[src/rtl/serial_subtractor_if.sv]
// Operand/result handshake bundle for the bit-serial subtractor.
// The master drives operands and result-ready; the slave returns the result.
interface serial_subtractor_if #(
  parameter int WIDTH = 4
);
  logic             in_valid;
  logic             in_ready;
  logic [WIDTH-1:0] a;
  logic [WIDTH-1:0] b;
  logic             bin;
  logic             out_valid;
  logic             out_ready;
  logic [WIDTH-1:0] diff;
  logic             bout;
  logic             ovf;

  modport master (
    output in_valid, a, b, bin, out_ready,
    input  in_ready, out_valid, diff, bout, ovf
  );

  modport slave (
    input  in_valid, a, b, bin, out_ready,
    output in_ready, out_valid, diff, bout, ovf
  );
endinterface

[src/rtl/serial_subtractor.sv]
// Bit-serial a - b - bin, LSB first, through one full-adder cell; result valid WIDTH edges after accept.
// Accepts operands only when idle; holds the result in DONE until out_ready, stalling new operands.
module serial_subtractor #(
  parameter int WIDTH = 4
) (
  input  logic                clk,
  input  logic                rst_n,
  serial_subtractor_if.slave  bus
);

  localparam int CW = (WIDTH > 1) ? $clog2(WIDTH) : 1;

  typedef enum logic [1:0] {
    IDLE  = 2'd0,
    SHIFT = 2'd1,
    DONE  = 2'd2
  } state_t;

  state_t           state_q;
  state_t           state_d;
  logic             in_ready_c;
  logic             out_valid_c;

  // a_sr doubles as the result register: minuend bits leave at the LSB
  // while difference bits enter at the MSB.
  logic [WIDTH-1:0] a_sr;
  logic [WIDTH-1:0] b_sr;
  logic             c_q;
  logic [CW-1:0]    cnt;
  logic [WIDTH-1:0] diff_q;
  logic             bout_q;
  logic             ovf_q;

  logic             nb;
  logic             s;
  logic             c_next;
  logic             last;

  assign nb     = ~b_sr[0];
  assign s      = a_sr[0] ^ nb ^ c_q;
  assign c_next = (a_sr[0] & nb) | (a_sr[0] & c_q) | (nb & c_q);
  assign last   = (cnt == CW'(WIDTH - 1));

  always_ff @(posedge clk or negedge rst_n) begin
    if (!rst_n) begin
      state_q <= IDLE;
    end else begin
      state_q <= state_d;
    end
  end

  always_comb begin
    state_d     = state_q;
    in_ready_c  = 1'b0;
    out_valid_c = 1'b0;
    case (state_q)
      IDLE: begin
        in_ready_c = 1'b1;
        if (bus.in_valid) state_d = SHIFT;
      end
      SHIFT: begin
        if (last) state_d = DONE;
      end
      DONE: begin
        out_valid_c = 1'b1;
        if (bus.out_ready) state_d = IDLE;
      end
      default: state_d = IDLE;
    endcase
  end

  always_ff @(posedge clk or negedge rst_n) begin
    if (!rst_n) begin
      a_sr   <= '0;
      b_sr   <= '0;
      c_q    <= 1'b0;
      cnt    <= '0;
      diff_q <= '0;
      bout_q <= 1'b0;
      ovf_q  <= 1'b0;
    end else begin
      case (state_q)
        IDLE: begin
          if (bus.in_valid) begin
            a_sr <= bus.a;
            b_sr <= bus.b;
            c_q  <= ~bus.bin;
            cnt  <= '0;
          end
        end
        SHIFT: begin
          a_sr <= {s, a_sr[WIDTH-1:1]};
          b_sr <= {1'b0, b_sr[WIDTH-1:1]};
          c_q  <= c_next;
          cnt  <= cnt + CW'(1);
          // On the final bit a_sr[0]/b_sr[0] are the operand sign bits.
          if (last) begin
            diff_q <= {s, a_sr[WIDTH-1:1]};
            bout_q <= ~c_next;
            ovf_q  <= (a_sr[0] != b_sr[0]) && (s != a_sr[0]);
          end
        end
        default: ;
      endcase
    end
  end

  assign bus.in_ready  = in_ready_c;
  assign bus.out_valid = out_valid_c;
  assign bus.diff      = diff_q;
  assign bus.bout      = bout_q;
  assign bus.ovf       = ovf_q;

endmodule

[src/flat_wrapper.sv]
// flat-port wrapper written by rule: the top's interface ports become plain ports
module serial_subtractor_flat 
#(
  parameter int WIDTH = 4
)
  (clk, rst_n, bus_in_valid, bus_a, bus_b, bus_bin, bus_out_ready, bus_in_ready, bus_out_valid, bus_diff, bus_bout, bus_ovf);
  serial_subtractor_if #(.WIDTH(WIDTH)) bus_i ();
  input  logic clk;
  input  logic rst_n;
  input wire logic [$bits(bus_i.in_valid)-1:0] bus_in_valid;
  input wire logic [$bits(bus_i.a)-1:0] bus_a;
  input wire logic [$bits(bus_i.b)-1:0] bus_b;
  input wire logic [$bits(bus_i.bin)-1:0] bus_bin;
  input wire logic [$bits(bus_i.out_ready)-1:0] bus_out_ready;
  output wire logic [$bits(bus_i.in_ready)-1:0] bus_in_ready;
  output wire logic [$bits(bus_i.out_valid)-1:0] bus_out_valid;
  output wire logic [$bits(bus_i.diff)-1:0] bus_diff;
  output wire logic [$bits(bus_i.bout)-1:0] bus_bout;
  output wire logic [$bits(bus_i.ovf)-1:0] bus_ovf;
  assign bus_i.in_valid = bus_in_valid;
  assign bus_i.a = bus_a;
  assign bus_i.b = bus_b;
  assign bus_i.bin = bus_bin;
  assign bus_i.out_ready = bus_out_ready;
  assign bus_in_ready = bus_i.in_ready;
  assign bus_out_valid = bus_i.out_valid;
  assign bus_diff = bus_i.diff;
  assign bus_bout = bus_i.bout;
  assign bus_ovf = bus_i.ovf;
  serial_subtractor #(.WIDTH(WIDTH)) u_core (.clk(clk), .rst_n(rst_n), .bus(bus_i));
endmodule
[config.mk]
export PLATFORM = sky130hd
export DESIGN_NAME = serial_subtractor_flat
export DESIGN_NICKNAME = d
export VERILOG_FILES = /design/src/rtl/serial_subtractor_if.sv /design/src/rtl/serial_subtractor.sv /design/src/flat_wrapper.sv
export SDC_FILE = /design/constraint.sdc
export NUM_CORES = 1
export LEC_CHECK = 0
export ABC_AREA = 1
export BUFFER_PORTS_ARGS = -buffer_cell sky130_fd_sc_hd__buf_4
export CORE_MARGIN = 2
export CORE_UTILIZATION = 51
export DETAILED_ROUTE_END_ITERATION = 8
export GPL_ROUTABILITY_DRIVEN = 0
export PLACE_DENSITY = 0.85
export SLEW_MARGIN = 40
export SYNTH_ARGS = -nofsm -noshare
export SYNTH_HDL_FRONTEND = slang
export SYNTH_SLANG_ARGS = --single-unit
[constraint.sdc]
create_clock -name clk -period 1.5 [get_ports clk]
set_input_delay 0.225 -clock clk [delete_from_list [all_inputs] [get_ports clk]]
set_output_delay 0.225 -clock clk [all_outputs]
set_load 0.02 [all_outputs]
## After elaboration in Yosys (flattened, before gate mapping)

Index checks and enable logic that the tools add are counted.

- Output and inout port bits: 8
- Input port bits: 13
- Flip-flop bits (word level): 19
- Word-level logic and storage cells: 47

- Add/subtract/negate cells: 1
- Mux-type cells: 14
- Reductions and logical operators: 6
- Equal/unequal tests: 8
- Bitwise logic cells: 10

Operators with widths:

| operator | count |
|---|---|
| $pmux 4 s2 | 2 |
| $mux 2 | 4 |
| $mux 4 | 2 |
| $pmux 2 s3 | 1 |
| $eq 2x2->1 const B | 2 |
| $ne 2x2->1 const B | 2 |
| $pmux 2 s2 | 1 |
| $reduce_and 2->1 | 2 |
| $and 1x1->1 | 3 |
| $mux 1 | 3 |
| $not 1->1 | 3 |
| $reduce_and 3->1 | 1 |
| $add 2x1->2 const B | 1 |
| $eq 2x1->1 const B | 1 |
| $logic_not 2->1 | 1 |
| $ne 1x1->1 | 2 |
| $ne 2x1->1 const B | 1 |
| $or 1x1->1 | 2 |
| $pmux 1 s2 | 1 |
| $reduce_bool 2->1 | 1 |
| $xor 1x1->1 | 2 |
| $logic_and 1x1->1 | 1 |

## Depth between registers and ports, before layout

Gate-level depths: netlist of run 1.

- Depth in word-level cells: 5
- Mapped depth: 6
- Mapped depth without buffers: 6

## Worst setup path after synthesis of run 1

OpenSTA, ideal clock, no wires.

- Kind: register to register
- From: reg u_core.c_q
- To: reg u_core.ovf_q (netlist: u_core.bus.ovf)
- Arrival time: 1.231 ns
- Stages on the path, launching flop included: 6
- Setup time: 0.065 ns
- Slack: 0.204 ns
- Buffers on the path: 0
- Period minus slack after synthesis: 1.296 ns
- Data required time: 1.435 ns
- Cell sequence: dfrtp_1 fa_1 nor2_1 nor2_1 nand3_1 nand2_1

- Cells in the longest elaborated chain, start to end: 3

Ends and longest elaborated chain:

| item | RTL line | text |
|---|---|---|
| start, declared | serial_subtractor.sv:28 | `logic c_q;` |
| start signal, assigned | serial_subtractor.sv:87 | `c_q <= ~bus.bin;` |
| start signal, assigned | serial_subtractor.sv:94 | `c_q <= c_next;` |
| $xor 1x1->1 | serial_subtractor.sv:40 | `assign s = a_sr[0] ^ nb ^ c_q;` |
| net u_core.s | serial_subtractor.sv:35 | `logic s;` |
| $ne 1x1->1 | serial_subtractor.sv:100 | `ovf_q <= (a_sr[0] != b_sr[0]) && (s != a_sr[0]);` |
| $logic_and 1x1->1 | serial_subtractor.sv:100 |  |
| end signal, assigned | serial_subtractor.sv:100 |  |
| end, declared | serial_subtractor.sv:32 | `logic ovf_q;` |

The timed path passes the listed nets, and every way through them passes these cells.
A chain may end at the register's enable or synchronous reset.

## Worst setup path after layout of run 1

- From: reg u_core.state_q[1]
- To: out bus_out_valid

- Cells in the longest elaborated chain, start to end: 2

Ends and longest elaborated chain:

| item | RTL line | text |
|---|---|---|
| start, declared | serial_subtractor.sv:19 | `state_t state_q;` |
| start signal, assigned | serial_subtractor.sv:48 | `state_q <= state_d;` |
| $eq 2x2->1 | serial_subtractor.sv:56 | `case (state_q)` |
| $mux 1 | serial_subtractor.sv:56 |  |
| end, declared | flat_wrapper.sv:16 | `output wire logic [$bits(bus_i.out_valid)-1:0] bus_out_valid;` |

No other way between the ends.

==> flow_metrics.env, run 1 <==
export IMPL_yosysTopAreaCellShare_pct=50.40
export IMPL_hpwl_um=1390
export IMPL_worst_slack_ns=0.03792
export IMPL_layout_common_cells="30 x nand2_1, 24 x buf_4, 20 x nand3_1"
export IMPL_max_slew_worst_pin_slew_ns=0.3362
export IMPL_yosysTopAreaCell="dfrtp_1"
export IMPL_drive_gt1_share_pct=26.15
export IMPL_ys_types=22
export IMPL_grt_use_total_pct=18.60
export IMPL_ant_nets=0
export IMPL_rows=15
export IMPL_tritoncts="done"
export IMPL_placed_cells=149
export IMPL_r2r_cells=5
export IMPL_place_ws_ns=0.1366
export IMPL_slew_viol_final=0
export IMPL_clock_skew_ns=0.006004
export IMPL_setup_viol=0
export IMPL_htreeDepth=1
export IMPL_grt_pass1_vias=682
export IMPL_reg2reg_slack_ns=0.11
export IMPL_synth_seq_cells=19
export IMPL_start_kind="flop"
export IMPL_area_growth_pct=21.88
export IMPL_n_antenna_cell=0
export IMPL_clkLatencyLatePin_ns=0.29
export IMPL_powerDensity_nw_per_um2=2188
export IMPL_power_mw=2.516
export IMPL_stdcell_area_um2=1150
export IMPL_first_pass_iters=4
export IMPL_syn_inst=106
export IMPL_stdcell_count=155
export IMPL_synth_nets=122
export IMPL_numCtsBuffers=3
export IMPL_combinationalPowerShare_pct=52.5
export IMPL_fin_util_pct=66.59
export IMPL_cap_violations=0
export IMPL_avgSynthCellArea_um2=8.900
export IMPL_fill_cells=146
export IMPL_grt_overflow_total=0
export IMPL_drc=0
export IMPL_min_path_cells=2
export IMPL_slew_headroom_pct=77.50
export IMPL_netlist_area_um2=943.4
export IMPL_layout_nets=147
export IMPL_mostFrequentLayoutCell="nand2_1"
export IMPL_path_max_fanout=7
export IMPL_reg2reg_to="u_core.bus.ovf"
export IMPL_min_period_ns=1.462
export IMPL_placed_cell_area_um2=1105
export IMPL_hold_viol=0
export IMPL_drt_iter0_markers=32
export IMPL_io_pins=21
export IMPL_p_clk_share_pct=10.2
export IMPL_hold_start="bus_out_ready"
export IMPL_post_route_period_util_pct=97.47
export IMPL_max_clock_freq_mhz=684.0
export IMPL_portBuffers=20
export IMPL_die_area_um2=2210
export IMPL_switching_power_mw=1.111
export IMPL_worst_setup_path_end_kind="primary output"
export IMPL_cts_sinks=19
export IMPL_antenna_found_initial=0
export IMPL_swShare_pct=44.17
export IMPL_core_um2=1727
export IMPL_crit_required_ns=1.27
export IMPL_die_w_um=47.01
export IMPL_vias_per_cell=5.219
export IMPL_drt_wl_total_um=1859
export IMPL_cts_max_path_buffers=2
export IMPL_holdCritPathClass="input port to flop"
export IMPL_seqPwrFrac_pct=37.3
export IMPL_synth_area_top_cells="dfrtp_1 50%, nand2_1 12%, nand3_1 11%"
export IMPL_hold_ws_ns=0.09699
export IMPL_grt_max_degree=20
export IMPL_grt_pass1_wl_um=2953
export IMPL_ir_worst_vdd_uv=1335
export IMPL_synth_yosys_seq_area_share_pct=50.40
export IMPL_p_int_mw=1.404
export IMPL_tns_ns=0
export IMPL_clockRootBuffer="clkbuf_4"
export IMPL_wire_per_inst_um=11.99
export IMPL_arrival_ns=1.24
export IMPL_via_count=809
export IMPL_die_h_um=47.01
export IMPL_worstSetupPathType="flop to primary output"
export IMPL_start_util_pct=54.64
export IMPL_worstReg2RegStart="u_core.c_q"
export IMPL_clkTransAtPathRegs_ns=0.11
export IMPL_yosysWarnings=0
export IMPL_rsz0062_at_grt="false"
export IMPL_min_to="u_core.state_q[1]"
export IMPL_status="completed"
export IMPL_leakagePower_nw=0.5977
[cell families (layout without fill, tap and decap cells)]
logic type | Yosys count | in the layout | share of synthesized area (%)
and+or+nand+nor | 66 | 66 | 34.09
buffers and inverters | 13 | 37 | 7.691
AOI/OAI and AO/OA | 5 | 5 | 3.050
adders and majority gates | 3 | 3 | 4.774
DFF | 19 | 19 | 50.40
[registers in the layout (all words and copies together), names as in the netlist]
register	count
u_core.b_sr	4
u_core.bus.ovf	1
u_core.a_sr	4
u_core.c_q	1
u_core.state_q	2
u_core.bus.bout	1
u_core.bus.diff	4
u_core.cnt	2
[critical path, stage by stage (launching register included)]
cell	delay (ns)
dfrtp_2	0.44
inv_2	0.13
buf_4	0.16
nor2_1	0.04
buf_4	0.16
[what timing repair did]
item                                    CTS  global route
buffers inserted                          0             1
hold endpoints to repair                 19             0
endpoints found under the setup margin    1             1
resized for setup                         1             0
hold buffers                              1             0
[synth_stat cells]
cell type and number:
nand4_1 5, inv_1 6, buf_4 2, nand2_4 1, inv_2 2, o31ai_1 1
buf_2 1, ha_1 2, dfrtp_1 19, nand2_2 1, nand3b_1 1, o21ai_1 1
nor2_1 6, buf_6 2, a21oi_1 1, o22ai_1 1, nor2_8 1, nand2_1 30
nand3_2 1, nand3_1 20, fa_1 1, o21ai_0 1
[final cells by class]
cell class / count / area (um^2) / area share (%)
clock buffers: 4 / 26.28 / 2.285
flip-flops and latches: 19 / 476.7 / 41.46
repair buffers: 25 / 190.2 / 16.54
well taps: 25 / 31.28 / 2.720
inverters: 8 / 30.03 / 2.612
multi-input cells: 74 / 395.4 / 34.39
[power by group through the flow]
stage	sequential, mW	combinational (mW)	clock, mW
2_1_floorplan	0.994	0.881	0
3_3_place_gp	0.945	1.25	0
3_5_place_dp	0.956	1.29	0
4_1_cts	0.950	1.30	0.258
5_1_grt	0.974	1.48	0.277
6_report	0.939	1.32	0.257
[routing by layer]
layer	vias up	GRT usage [%]	wire [um]	part of all wire, %
met1	388	27.60	848	46
met5	-	0	0	0
li1	396	-	-	-
met4	0	5.000	16	0.86
met2	23	28.77	895	48
met3	2	2.308	98	5.3
[worst max path at each step]
stage / startpoint / to / slack (ns)
5_1_grt: u_core.state_q[1] / bus_out_valid / 0.002
4_1_cts: u_core.state_q[1] / bus_out_valid / 0.006
2_1_floorplan: u_core.c_q / u_core.bus.ovf / 0.20
6_report: u_core.state_q[1] / bus_out_valid / 0.04
3_5_place_dp: u_core.c_q / u_core.bus.ovf / 0.14
3_3_place_gp: u_core.c_q / u_core.bus.ovf / 0.18
(Power assumes the default switching activity.)
==> run 2: changes to the inputs <==
Settings changed: CORE_MARGIN 2 to 5, SKIP_LAST_GASP set to 1.
==> flow_metrics.env, run 2 (synthesis gave the netlist of run 1 again) <==
export IMPL_holdCritPathClass="input port to flop"
export IMPL_area_growth_pct=22.15
export IMPL_die_w_um=53.01
export IMPL_worstReg2RegStart="u_core.c_q"
export IMPL_clkTransAtPathRegs_ns=0.10
export IMPL_reg2reg_to="u_core.bus.ovf"
export IMPL_layout_nets=147
export IMPL_rsz0062_at_grt="false"
export IMPL_multi_input_area_um2=397.9
export IMPL_drt_wl_total_um=1866
export IMPL_arrival_ns=1.20
export IMPL_cts_sinks=19
export IMPL_antenna_found_initial=0
export IMPL_crit_end="bus_in_ready"
export IMPL_drive_gt1_share_pct=26.92
export IMPL_seqCellArea_um2=476.7
export IMPL_worst_slack_ns=0.07801
export IMPL_status="completed"
export IMPL_start_util_pct=54.05
export IMPL_crit_chain="nor2_1, buf_4"
export IMPL_worstSetupPathType="flop to primary output"
export IMPL_placed_cell_area_um2=1105
export IMPL_reg2reg_slack_ns=0.11
export IMPL_vias_per_cell=5.194
export IMPL_slew_viol_final=0
export IMPL_grt_pass1_wl_um=3229
export IMPL_path_max_fanout=8
export IMPL_start_kind="flop"
export IMPL_hpwl_um=1403
export IMPL_cp_top_family="flip-flops"
export IMPL_clkLatencyLatePin_ns=0.30
export IMPL_hold_viol=0
export IMPL_tritoncts="done"
export IMPL_max_clock_freq_mhz=703.2
export IMPL_max_slew_worst_pin_slew_ns=0.3108
export IMPL_power_mw=2.527
export IMPL_critPathBufInv=1
export IMPL_leakagePower_nw=0.5967
export IMPL_grt_use_total_pct=15.76
export IMPL_grt_pass1_vias=747
export IMPL_slew_headroom_pct=79.20
export IMPL_stdcell_area_um2=1152
export IMPL_numCtsBuffers=3
export IMPL_crit_cells=2
export IMPL_n_antenna_cell=0
export IMPL_first_pass_iters=4
export IMPL_die_h_um=53.01
export IMPL_min_path_cells=2
export IMPL_core_um2=1745
export IMPL_cts_max_path_buffers=2
export IMPL_powerDensity_nw_per_um2=2193
export IMPL_grt_overflow_total=0
export IMPL_die_area_um2=2810
export IMPL_grt_max_degree=20
export IMPL_drt_iter0_markers=37
export IMPL_io_pins=21
export IMPL_place_ws_ns=0.1174
export IMPL_clockRootBuffer="clkbuf_4"
export IMPL_tns_ns=0
export IMPL_cap_violations=0
export IMPL_ir_worst_vdd_uv=1366
export IMPL_mostFrequentLayoutCell="nand2_1"
export IMPL_via_count=805
export IMPL_rows=15
export IMPL_min_period_ns=1.422
export IMPL_wire_per_inst_um=12.04
export IMPL_portBuffers=20
export IMPL_critPathMaxStageDelay_ns=0.48
export IMPL_worst_setup_path_end_kind="primary output"
export IMPL_post_route_period_util_pct=94.80
export IMPL_ant_nets=0
export IMPL_clock_skew_ns=0.001186
export IMPL_setup_viol=0
export IMPL_cp_startpoint="u_core.state_q[0]"
export IMPL_r2r_cells=5
export IMPL_fin_util_pct=66.02
export IMPL_fill_cells=147
export IMPL_crit_required_ns=1.27
export IMPL_drc=0
export IMPL_layout_common_cells="30 x nand2_1, 24 x buf_4, 20 x nand3_1"
export IMPL_htreeDepth=1
export IMPL_cp_slowest_cell="dfrtp_1"
run 2: per-layer routing:
layer / routed length [um] / share of wire [%] / vias to the layer above / GRT usage (%)
met5: 0 / 0 / - / 0
met3: 106 / 5.7 / 5 / 3.662
li1: - / - / 400 / -
met2: 887 / 48 / 27 / 25.00
met4: 32 / 1.7 / 0 / 5.532
met1: 839 / 45 / 373 / 20.93
run 2: area by class of cell:
class / instances / area share (%)
clock buffers: 4 / 2.280
inverters: 8 / 2.606
multi-input cells: 74 / 34.53
flip-flops and latches: 19 / 41.37
well taps: 25 / 2.714
repair buffers: 25 / 16.50
run 2: worst min path at each step:
| stage | startpoint | to |
|---|---|---|
| final | bus_out_ready | u_core.state_q[1] |
| after global routing | bus_out_ready | u_core.state_q[1] |
| after CTS | bus_out_ready | u_core.state_q[1] |
| after detailed placement | rst_n | u_core.b_sr[2] |
| after global placement | rst_n | u_core.b_sr[2] |
| after floorplan | rst_n | u_core.a_sr[0] |
run 2: per-stage QoR:
stage,instances,hold WS [ns]
floorplan,106,-0.07059
global placement,149,0.1097
detailed placement,149,0.1104
CTS,154,0.09424
global route,155,0.1018
finish,155,0.09041
run 2: where the power goes:
group / switching (mW) / total, mW / internal (mW) / leakage, nW
Combinational: 0.776 / 1.33 / 0.553 / 0.345
Sequential: 0.182 / 0.942 / 0.759 / 0.236
Clock: 0.154 / 0.257 / 0.104 / 0.0150
Total: 1.11 / 2.53 / 1.42 / 0.597
run 2: repair_timing:
item	CTS	global route
resized for setup	1	1
hold endpoints to repair	19	0
cloned	0	0
setup buffers	0	1
hold buffers	1	0
endpoints found under the setup margin	1	2
